[src/rtl/icache_direct_pkg.sv]
// Shared widths, FSM state type and address helpers for the direct-mapped I-cache.
package mips_cache_pkg;
  localparam int DEF_LINES  = 16;
  localparam int DEF_WORDS  = 4;
  localparam int DEF_ADDR_W = 32;
  localparam int OFFSET_W   = $clog2(DEF_WORDS);
  localparam int INDEX_W    = $clog2(DEF_LINES);
  localparam int TAG_W      = DEF_ADDR_W - INDEX_W - OFFSET_W - 2;

  typedef enum logic {IDLE, REFILL} state_e;

  // Clears the word-offset and byte bits so beats walk the line from word 0.
  function automatic logic [63:0] line_base(input logic [63:0] addr, input int unsigned off_w);
    return addr & ~((64'd1 << (off_w + 2)) - 64'd1);
  endfunction
endpackage

[src/rtl/icache_direct_if.sv]
// Fetch-side and instruction-memory-side signals of the I-cache.
interface icache_direct_if #(parameter int ADDR_W = 32);
  logic              cpu_en;
  logic [ADDR_W-1:0] cpu_addr;
  logic [31:0]       cpu_inst;
  logic              cpu_stall;
  logic              flush;
  logic              mem_req;
  logic [ADDR_W-1:0] mem_addr;
  logic              mem_valid;
  logic [31:0]       mem_rdata;

  modport slave (input cpu_en, cpu_addr, flush, mem_valid, mem_rdata,
                 output cpu_inst, cpu_stall, mem_req, mem_addr);
  modport master (output cpu_en, cpu_addr, flush, mem_valid, mem_rdata,
                  input cpu_inst, cpu_stall, mem_req, mem_addr);
endinterface

[src/rtl/icache_direct_line_store.sv]
// Flop-based valid/tag/data arrays: combinational read, whole-line write, flush-all.
module icache_line_store
  import mips_cache_pkg::*;
#(
  parameter int LINES = DEF_LINES,
  parameter int WORDS = DEF_WORDS,
  parameter int TW    = TAG_W
) (
  input  logic                             clk,
  input  logic                             rst,
  input  logic [$clog2(LINES)-1:0]         i_rd_index,
  input  logic [$clog2(WORDS)-1:0]         i_rd_offset,
  output logic                             o_rd_valid,
  output logic [TW-1:0]                    o_rd_tag,
  output logic [31:0]                      o_rd_word,
  input  logic                             i_wr_en,
  input  logic                             i_wr_valid,
  input  logic [$clog2(LINES)-1:0]         i_wr_index,
  input  logic [TW-1:0]                    i_wr_tag,
  input  logic [WORDS-1:0][31:0]           i_wr_line,
  input  logic                             i_flush
);
  logic [LINES-1:0]                  r_valid;
  logic [LINES-1:0][TW-1:0]          r_tag;
  logic [LINES-1:0][WORDS-1:0][31:0] r_data;

  always_ff @(posedge clk or negedge rst) begin
    if (!rst) begin
      r_valid <= '0;
    end else begin
      if (i_flush) r_valid <= '0;
      if (i_wr_en) r_valid[i_wr_index] <= i_wr_valid;
    end
  end

  always_ff @(posedge clk) begin
    if (i_wr_en) begin
      r_tag[i_wr_index]  <= i_wr_tag;
      r_data[i_wr_index] <= i_wr_line;
    end
  end

  assign o_rd_valid = r_valid[i_rd_index];
  assign o_rd_tag   = r_tag[i_rd_index];
  assign o_rd_word  = r_data[i_rd_index][i_rd_offset];
endmodule

[src/rtl/icache_direct.sv]
// Direct-mapped read-only I-cache: zero-latency hits, in-order multi-beat line refill on miss.
module icache_direct
  import mips_cache_pkg::*;
#(
  parameter int LINES  = DEF_LINES,
  parameter int WORDS  = DEF_WORDS,
  parameter int ADDR_W = DEF_ADDR_W
) (
  input  logic            clk,
  input  logic            rst,
  icache_direct_if.slave  bus
);
  localparam int OW = $clog2(WORDS);
  localparam int IW = $clog2(LINES);
  localparam int TW = ADDR_W - IW - OW - 2;

  state_e                  r_state, w_next;
  logic                    w_start;
  logic [OW-1:0]           r_beat;
  logic [IW-1:0]           r_idx;
  logic [TW-1:0]           r_tag;
  logic [ADDR_W-1:0]       r_base;
  logic                    r_poison;
  logic [WORDS-1:0][31:0]  r_stage, w_line;

  logic [OW-1:0]           w_offset;
  logic [IW-1:0]           w_index;
  logic [TW-1:0]           w_tag;
  logic                    w_rd_valid, w_hit, w_last;
  logic [TW-1:0]           w_rd_tag;
  logic [31:0]             w_rd_word;
  logic                    w_unused_lsb;

  assign w_offset     = bus.cpu_addr[OW+1:2];
  assign w_index      = bus.cpu_addr[OW+2 +: IW];
  assign w_tag        = bus.cpu_addr[ADDR_W-1 -: TW];
  assign w_unused_lsb = ^bus.cpu_addr[1:0];

  assign w_hit  = bus.cpu_en & w_rd_valid & (w_rd_tag == w_tag) & (r_state == IDLE);
  assign w_last = (r_state == REFILL) & bus.mem_valid & (r_beat == OW'(WORDS - 1));

  // Stall is gated by reset so the fetch stage is released while reset is held.
  assign bus.cpu_stall = rst & ((bus.cpu_en & ~w_hit) | (r_state == REFILL));
  assign bus.cpu_inst  = (rst & w_hit) ? w_rd_word : 32'd0;
  assign bus.mem_req   = (r_state == REFILL);
  assign bus.mem_addr  = r_base + ADDR_W'({r_beat, 2'b00});

  always_comb begin
    w_next  = r_state;
    w_start = 1'b0;
    case (r_state)
      IDLE:    if (bus.cpu_en && !w_hit) begin w_next = REFILL; w_start = 1'b1; end
      REFILL:  if (w_last) w_next = IDLE;
      default: w_next = IDLE;
    endcase
  end

  always_ff @(posedge clk or negedge rst) begin
    if (!rst) r_state <= IDLE;
    else      r_state <= w_next;
  end

  always_ff @(posedge clk or negedge rst) begin
    if (!rst) begin
      r_beat   <= '0;
      r_idx    <= '0;
      r_tag    <= '0;
      r_base   <= '0;
      r_poison <= 1'b0;
    end else if (w_start) begin
      r_idx    <= w_index;
      r_tag    <= w_tag;
      r_base   <= ADDR_W'(line_base(64'(bus.cpu_addr), OW));
      r_beat   <= '0;
      r_poison <= 1'b0;
    end else if (r_state == REFILL) begin
      if (bus.flush)     r_poison <= 1'b1;
      if (bus.mem_valid) r_beat   <= r_beat + 1'b1;
    end
  end

  always_ff @(posedge clk) begin
    if (r_state == REFILL && bus.mem_valid) r_stage[r_beat] <= bus.mem_rdata;
  end

  // The last beat bypasses the staging buffer so the line installs on that edge.
  always_comb begin
    w_line         = r_stage;
    w_line[r_beat] = bus.mem_rdata;
  end

  icache_line_store #(.LINES(LINES), .WORDS(WORDS), .TW(TW)) u_store (
    .clk         (clk),
    .rst         (rst),
    .i_rd_index  (w_index),
    .i_rd_offset (w_offset),
    .o_rd_valid  (w_rd_valid),
    .o_rd_tag    (w_rd_tag),
    .o_rd_word   (w_rd_word),
    .i_wr_en     (w_last),
    .i_wr_valid  (~(r_poison | bus.flush)),
    .i_wr_index  (r_idx),
    .i_wr_tag    (r_tag),
    .i_wr_line   (w_line),
    .i_flush     (bus.flush)
  );
endmodule
[src/flat_wrapper.sv]
// flat-port wrapper written by rule: the top's interface ports become plain ports
module icache_direct_flat import mips_cache_pkg::*;
#(
  parameter int LINES  = DEF_LINES,
  parameter int WORDS  = DEF_WORDS,
  parameter int ADDR_W = DEF_ADDR_W
)
  (clk, rst, bus_cpu_en, bus_cpu_addr, bus_flush, bus_mem_valid, bus_mem_rdata, bus_cpu_inst, bus_cpu_stall, bus_mem_req, bus_mem_addr);
  icache_direct_if #(.ADDR_W(ADDR_W)) bus_i ();
  input  logic clk;
  input  logic rst;
  input wire logic [$bits(bus_i.cpu_en)-1:0] bus_cpu_en;
  input wire logic [$bits(bus_i.cpu_addr)-1:0] bus_cpu_addr;
  input wire logic [$bits(bus_i.flush)-1:0] bus_flush;
  input wire logic [$bits(bus_i.mem_valid)-1:0] bus_mem_valid;
  input wire logic [$bits(bus_i.mem_rdata)-1:0] bus_mem_rdata;
  output wire logic [$bits(bus_i.cpu_inst)-1:0] bus_cpu_inst;
  output wire logic [$bits(bus_i.cpu_stall)-1:0] bus_cpu_stall;
  output wire logic [$bits(bus_i.mem_req)-1:0] bus_mem_req;
  output wire logic [$bits(bus_i.mem_addr)-1:0] bus_mem_addr;
  assign bus_i.cpu_en = bus_cpu_en;
  assign bus_i.cpu_addr = bus_cpu_addr;
  assign bus_i.flush = bus_flush;
  assign bus_i.mem_valid = bus_mem_valid;
  assign bus_i.mem_rdata = bus_mem_rdata;
  assign bus_cpu_inst = bus_i.cpu_inst;
  assign bus_cpu_stall = bus_i.cpu_stall;
  assign bus_mem_req = bus_i.mem_req;
  assign bus_mem_addr = bus_i.mem_addr;
  icache_direct #(.LINES(LINES), .WORDS(WORDS), .ADDR_W(ADDR_W)) u_core (.clk(clk), .rst(rst), .bus(bus_i));
endmodule
[config.mk]
export PLATFORM = sky130hd
export DESIGN_NAME = icache_direct_flat
export DESIGN_NICKNAME = d
export VERILOG_FILES = /design/src/rtl/icache_direct_pkg.sv /design/src/rtl/icache_direct_if.sv /design/src/rtl/icache_direct_line_store.sv /design/src/rtl/icache_direct.sv /design/src/flat_wrapper.sv
export SDC_FILE = /design/constraint.sdc
export NUM_CORES = 2
export LEC_CHECK = 0
export ABC_AREA = 1
export BUFFER_PORTS_ARGS = -buffer_cell sky130_fd_sc_hd__buf_2
export CAP_MARGIN = 5
export CORE_UTILIZATION = 50
export CTS_CLUSTER_SIZE = 12
export DETAILED_ROUTE_END_ITERATION = 8
export PLACE_DENSITY = 0.65
export SETUP_SLACK_MARGIN = 0.5
export SYNTH_ARGS = -nofsm -noshare
export SYNTH_HDL_FRONTEND = slang
export SYNTH_HIERARCHICAL = 1
export SYNTH_SLANG_ARGS = --single-unit
[constraint.sdc]
create_clock -name clk -period 26.2 [get_ports clk]
set_input_delay 5.24 -clock clk [delete_from_list [all_inputs] [get_ports clk]]
set_output_delay 5.24 -clock clk [all_outputs]
set_load 0.005 [all_outputs]
# --- After elaboration in Yosys (flattened, before gate mapping) ---
# Index checks and enable logic that the tools add are counted.
word_totals:
  regBits: 2636
  mem_bits_rw: 0
  romBits: 0
  output_inout_bits: 66
  n_memories: 0
  input_bits: 69
  latchBits: 0
  word_cells: 157
op_classes:
  mux: 33
  n_eq_ne: 2
  n_lt_le_gt_ge: 6
  div_mod_pow: 0
  n_shift: 0
  bitwise_logic: 13
  add_sub_neg: 2
  n_reduce_logical: 10
  multipliers: 0
ops:
  columns: ["operator", "n"]
  rows:
  - ["$bwmux W2048", 1]
  - ["$bmux W128 S4", 1]
  - ["$demux W128 S4", 1]
  - ["$bwmux W384", 1]
  - ["$mux W128", 2]
  - ["$bwmux W128", 1]
  - ["$bmux W24 S4", 1]
  - ["$demux W24 S4", 1]
  - ["$mux W32", 3]
  - ["$bmux W32 S2", 1]
  - ["$demux W32 S2", 1]
  - ["$mux W24", 2]
  - ["$add A32 B4 Y32", 1]
  - ["$mux W16", 2]
  - ["$eq A24 B24 Y1", 1]
  - ["$bwmux W16", 1]
  - ["$lt A4 B5 Y1 const B", 2]
  - ["$and A1 B1 Y1", 8]
  - ["$mux W1", 8]
  - ["$lt A2 B3 Y1 const B", 2]
  - ["$mux W2", 3]
  - ["$reduce_bool A2 Y1", 3]
  - ["$bmux W1 S4", 1]
  - ["$demux W1 S4", 1]
  - ["other kinds (10)", 17]

# --- Depth between registers and ports, before layout ---
depth:
  word_depth: 11
  depth_mapped: 23
  depth_no_buf: 18

# --- Cells and area by module ---
# Netlist, hierarchy kept.
modules_own_cells:
  columns: ["module", "seq_area_each_um2", "area_each_um2", "cells_per_inst", "n_inst"]
  rows:
  - ["icache_line_store", 73430.4, 97330.8, 7825, 1]
  - ["icache_direct", 4644.5, 7377.1, 640, 1]

# --- Worst setup path after synthesis ---
# OpenSTA, ideal clock, no wires.
synth_timing:
  path_kind: "input port to flip-flop"
  startpoint: "input bus_mem_valid"
  endpoint: "register u_core.u_store.r_valid[11]"
  n_path_buf: 0
  stages: 5
  slack_ns: 13.405
  setup_time_ns: 0.436
  arrival_time_ns: 12.359
  required_ns: 25.764
  path_cell_list: "nand2_1 -> nor2_1 -> nand3_1 -> nor2_1 -> o21ai_0"
synth_via:
  elab_chain_len: 3
synth_lines:
  columns: ["element", "line", "text"]
  rows:
  - ["start, declared", "flat_wrapper.sv:15", "input wire logic [$bits(bus_i.mem_valid)-1:0] bus_mem_valid;"]
  - ["$and A1 B1 Y1 (2 in a row)", "icache_direct.sv:40", "assign w_last = (r_state == REFILL) & bus.mem_valid & (r_beat == OW'(WORDS - 1));"]
  - ["net u_core.w_last", "icache_direct.sv:29", "logic w_rd_valid, w_hit, w_last;"]
  - ["$mux W16", "icache_direct_line_store.sv:32", "if (i_wr_en) r_valid[i_wr_index] <= i_wr_valid;"]
  - ["end signal, assigned by index", "icache_direct_line_store.sv:32", null]
  - ["end, declared", "icache_direct_line_store.sv:23", "logic [LINES-1:0] r_valid;"]
# The timed path passes the listed nets, and every way through them passes these cells.
# A chain may end at the register's enable or synchronous reset.

# --- Worst setup path in the final report ---
layout_timing:
  startpoint: "input bus_cpu_addr[6]"
  endpoint: "output bus_cpu_inst[28]"
layout_via:
  elab_cells_between_ends: 14
  classes_between: "1 x eq/ne; 9 x mux; 4 x bitwise"
layout_lines:
  columns: ["element", "line", "text"]
  rows:
  - ["start, declared", "flat_wrapper.sv:13", "input wire logic [$bits(bus_i.cpu_addr)-1:0] bus_cpu_addr;"]
  - ["$bmux W128 S4", "icache_direct_line_store.sv:45", "assign o_rd_word = r_data[i_rd_index][i_rd_offset];"]
  - ["$mux W128 (not written as such)", "icache_direct_line_store.sv:45", null]
  - ["$bmux W32 S2", "icache_direct_line_store.sv:45", null]
  - ["$mux W32 (not written as such)", "icache_direct_line_store.sv:45", null]
  - ["net u_core.w_rd_word[28]", "icache_direct.sv:31", "logic [31:0] w_rd_word;"]
  - ["$mux W32", "icache_direct.sv:44", "assign bus.cpu_inst = (rst & w_hit) ? w_rd_word : 32'd0;"]
  - ["end, declared", "flat_wrapper.sv:17", "output wire logic [$bits(bus_i.cpu_inst)-1:0] bus_cpu_inst;"]
# The timed path passes the listed nets, and every way through them passes these cells. The select of a mux whose other input is x is not followed.

==> insert_results.sql <==
INSERT INTO impl_metrics (metric_group, metric, value, unit) VALUES
('setup_path', 'crit_path_max_fanout', '64', ''),
('route', 'drc', '0', ''),
('floorplanning', 'initial_utilization', '0.504', ''),
('floorplanning', 'io_pins', '135', ''),
('cells_and_area', 'filler_instances', '16900', ''),
('power', 'switching_share', '0.255', ''),
('global_route', 'vias_in_the_first_global_route', '64700', ''),
('power', 'power_frac_seq', '0.533', ''),
('power', 'ir_drop', '0.0000824', 'V'),
('power', 'power.share.clock', '0.349', ''),
('cells_and_area', 'flow.area_growth_from_synthesis', '10.2', '%'),
('setup_path', 'cells_traversed_along_the_worst_timing_path', 'buf_8 -> buf_4 -> buf_4 -> buf_4 -> buf_4 -> nand3_1 -> nand3_1 -> nand3_1 -> nand2_1 -> nand2_1 -> nand2_1 -> inv_1 -> nor2_1 -> buf_2', ''),
('power', 'power.share.combinational', '0.118', ''),
('power', 'power.density_cell_area', '88.7', 'nW/um2'),
('logic_synthesis', 'syn_avg_cell_area', '12.4', 'um2'),
('timing', 'timing.slew.headroom', '0.133', ''),
('logic_synthesis', 'synth-main-ff-cell', 'edfxtp_1', ''),
('setup_path', 'slowest_stage_cell_on_the_critical_path', 'buf_4', ''),
('setup_path', 'timing.critical_path.mode_cell', 'buf_4', ''),
('run_status', 'status', 'finished clean', ''),
('timing', 'finalSetupTns', '0', 'ps'),
('timing', 'finalCriticalPeriod', '15810', 'ps'),
('setup_path', 'setup.worst_path.class', 'primary input to output pin', ''),
('logic_synthesis', 'leading_cell_types_by_total_area_after_synthesis', 'edfxtp_1 (73%), nand3_1 (9.3%), nand2_1 (9.0%)', ''),
('global_route', 'grt_usage', '0.264', ''),
('placement', 'pre_cts_slack', '10490', 'ps'),
('clock_network', 'tritoncts.num_buffers', '285', ''),
('setup_path', 'timing.critical_path.buf_inv', '7', ''),
('cells_and_area', 'share_of_layout_cells_above_drive_strength_1', '0.0805', ''),
('timing', 'setup_repair_after_global_routing_missed_its_margin', 'no', ''),
('logic_synthesis', 'netlist_top_cells_count', 'edfxtp_1 (2560), nand2_1 (2498), nand3_1 (1944), nor2_1 (283), buf_2 (273)', ''),
('setup_path', 'critPathCaptureType', 'output pin', ''),
('route', 'route.met3.wl', '23700', 'um'),
('route', 'routed_via_count', '67200', ''),
('clock_network', 'clk_latency', '940', 'ps'),
('floorplanning', 'dieHeight', '460', 'um'),
('cells_and_area', 'fin_area', '115000', 'um2'),
('logic_synthesis', 'yosysTopAreaCell', 'edfxtp_1', ''),
('logic_synthesis', 'yosys.cell_types.count', '29', ''),
('route', 'drt.antenna.violating_nets', '0', ''),
('route', 'routed_wire_length_per_instance', '24.8', 'um'),
('global_route', 'largest_net_degree_at_the_start_of_global_routing', '227', ''),
('timing', 'number_of_failing_hold_endpoints_at_the_final_stage', '0', ''),
('cells_and_area', 'post-route-util', '0.556', ''),
('route', 'routed_via_density', '5.90', ''),
('route', 'met1_length', '113000', 'um'),
('route', 'highest_layer', 'met4', ''),
('clock_network', 'cts-htree-levels', '5', ''),
('clock_network', 'cts_max_path_bufs', '4', ''),
('power', 'net_sw_power', '2.61', 'mW'),
('clock_network', 'clk_pin_slew_worst_paths', '60', 'ps'),
('clock_network', 'cts_hold_buffers', '0', ''),
('logic_synthesis', 'synth-edff-count', '2560', ''),
('logic_synthesis', 'post-synth-top-area-fraction', '0.734', ''),
('route', 'detail_route.first_pass.iterations', '6', ''),
('timing', 'max_clock_freq', '63.2', 'MHz'),
('timing', 'fin_crit_sh', '0.604', ''),
('floorplanning', 'coreArea', '208000', 'um2'),
('setup_path', 'cp-start-kind', 'primary input', ''),
('logic_synthesis', 'yosysMostFrequentCell', 'edfxtp_1', ''),
('timing', 'tightest_pin_transition', '1300', 'ps'),
('placement', 'port-buffer-count', '130', ''),
('power', 'power.internal', '7.62', 'mW'),
('logic_synthesis', 'sequential_fraction_of_the_synthesis_area', '0.746', ''),
('logic_synthesis', 'synthesis.area', '105000', 'um2'),
('clock_network', 'cts_sinks', '2608', ''),
('timing', 'finalSetupViolCount', '0', ''),
('global_route', 'grt_pass1_wl', '414000', 'um'),
('setup_path', 'cell_family_with_the_largest_share_of_critical_path_delay', 'buffers and inverters', ''),
('floorplanning', 'chipWidth', '460', 'um'),
('clock_network', 'cts_tree', 'done', '');
[final timing paths]
| path | from | cells past startpoint | to | slack [ps] |
|---|---|---|---|---|
| worst min-delay path | u_core/r_poison | 2 | u_core/r_poison | 540 |
| min in group asynchronous | rst | 2 | u_core/r_tag[8] | 4460 |
| worst max register to register | u_core/r_beat[0] | 9 | u_core/u_store/r_data[1714] | 20340 |
| worst min register to register | u_core/r_poison | 2 | u_core/r_poison | 540 |
| max in group asynchronous | rst | 2 | u_core/u_store/r_valid[1] | 21140 |
| worst max-delay path | bus_cpu_addr[6] | 14 | bus_cpu_inst[28] | 10390 |
[logic make-up after synthesis]
logic type	after synthesis	synth area share
compound gates	380	0.0205
xor+xnor	13	0.00109
fa+ha+maj	4	0.000478
buf+inv	635	0.0291
flops	2608	0.746
mux	96	0.0103
other cells	1	0.0000358
simple gates	4728	0.193
[flip-flops by register name, indices dropped and copies added, names as in the netlist]
name / cells
u_core/u_store/r_data: 2048
u_core/u_store/r_tag: 384
u_core/r_stage: 128
u_core/r_tag: 24
u_core/u_store/r_valid: 16
u_core/r_idx: 3
u_core/r_beat: 2
u_core/bus.mem_req: 1
u_core/r_base: 1
u_core/r_poison: 1
[stage by stage]
| step | std cells | total power, mW |
|---|---|---|
| floorplan | 8466 | 6.23 |
| global placement | 10900 | 6.67 |
| detailed placement | 10900 | 6.73 |
| CTS | 11400 | 10.3 |
| global route | 11400 | 10.5 |
| finish | 11400 | 10.2 |
[layout make-up]
class / count / area, um2 / area share
sequential: 2608 / 78100 / 0.677
antenna: 6 / 15.0 / 0.000130
tap: 2788 / 3490 / 0.0302
multi-input combinational: 5223 / 23800 / 0.206
clock buffer: 376 / 7650 / 0.0663
inverter: 72 / 319 / 0.00276
clock inverter: 63 / 368 / 0.00319
timing repair buffer: 241 / 1730 / 0.0150
[power by group through the flow]
stage	Sequential (mW)	Combinational, mW	Clock, mW
2_1_floorplan	5.51	0.725	0
3_3_place_gp	5.53	1.14	0
3_5_place_dp	5.54	1.19	0
4_1_cts	5.46	1.19	3.62
5_1_grt	5.47	1.30	3.77
6_report	5.45	1.20	3.57
[per-layer routing]
layer	vias up	GRT usage
li1	30100	-
met1	33200	0.361
met2	3295	0.433
met3	545	0.0388
met4	0	0.0874
met5	-	0
[cells in the final DEF (no fill, tap or decap), types with 6 or more instances in the layout]
master	synthesis	final
o22ai_1	65	65
diode_2	0	6
nor2_1	283	267
clkbuf_16	0	293
nand3_1	1944	1943
inv_2	7	7
o211ai_1	16	16
nand2_1	2498	2498
dfrtp_1	48	48
edfxtp_1	2560	2560
clkbuf_1	151	82
inv_6	0	6
buf_12	0	16
o21ai_0	232	232
clkinv_1	2	39
buf_4	60	96
o21ai_1	32	32
mux2_2	96	96
o221ai_1	32	32
clkinv_2	0	12
nor2_4	0	16
inv_1	62	59
buf_2	273	125
xnor2_1	10	10
[worst register-to-register path, stage by stage, from the launching register on]
cell	delay, ps
dfrtp_1	490
ha_4	230
inv_2	220
buf_4	350
nor2_1	490
nand2_1	380
nor2_4	870
buf_4	760
buf_4	780
buf_4	780
Note: power is estimated with default switching activity, not from simulation.
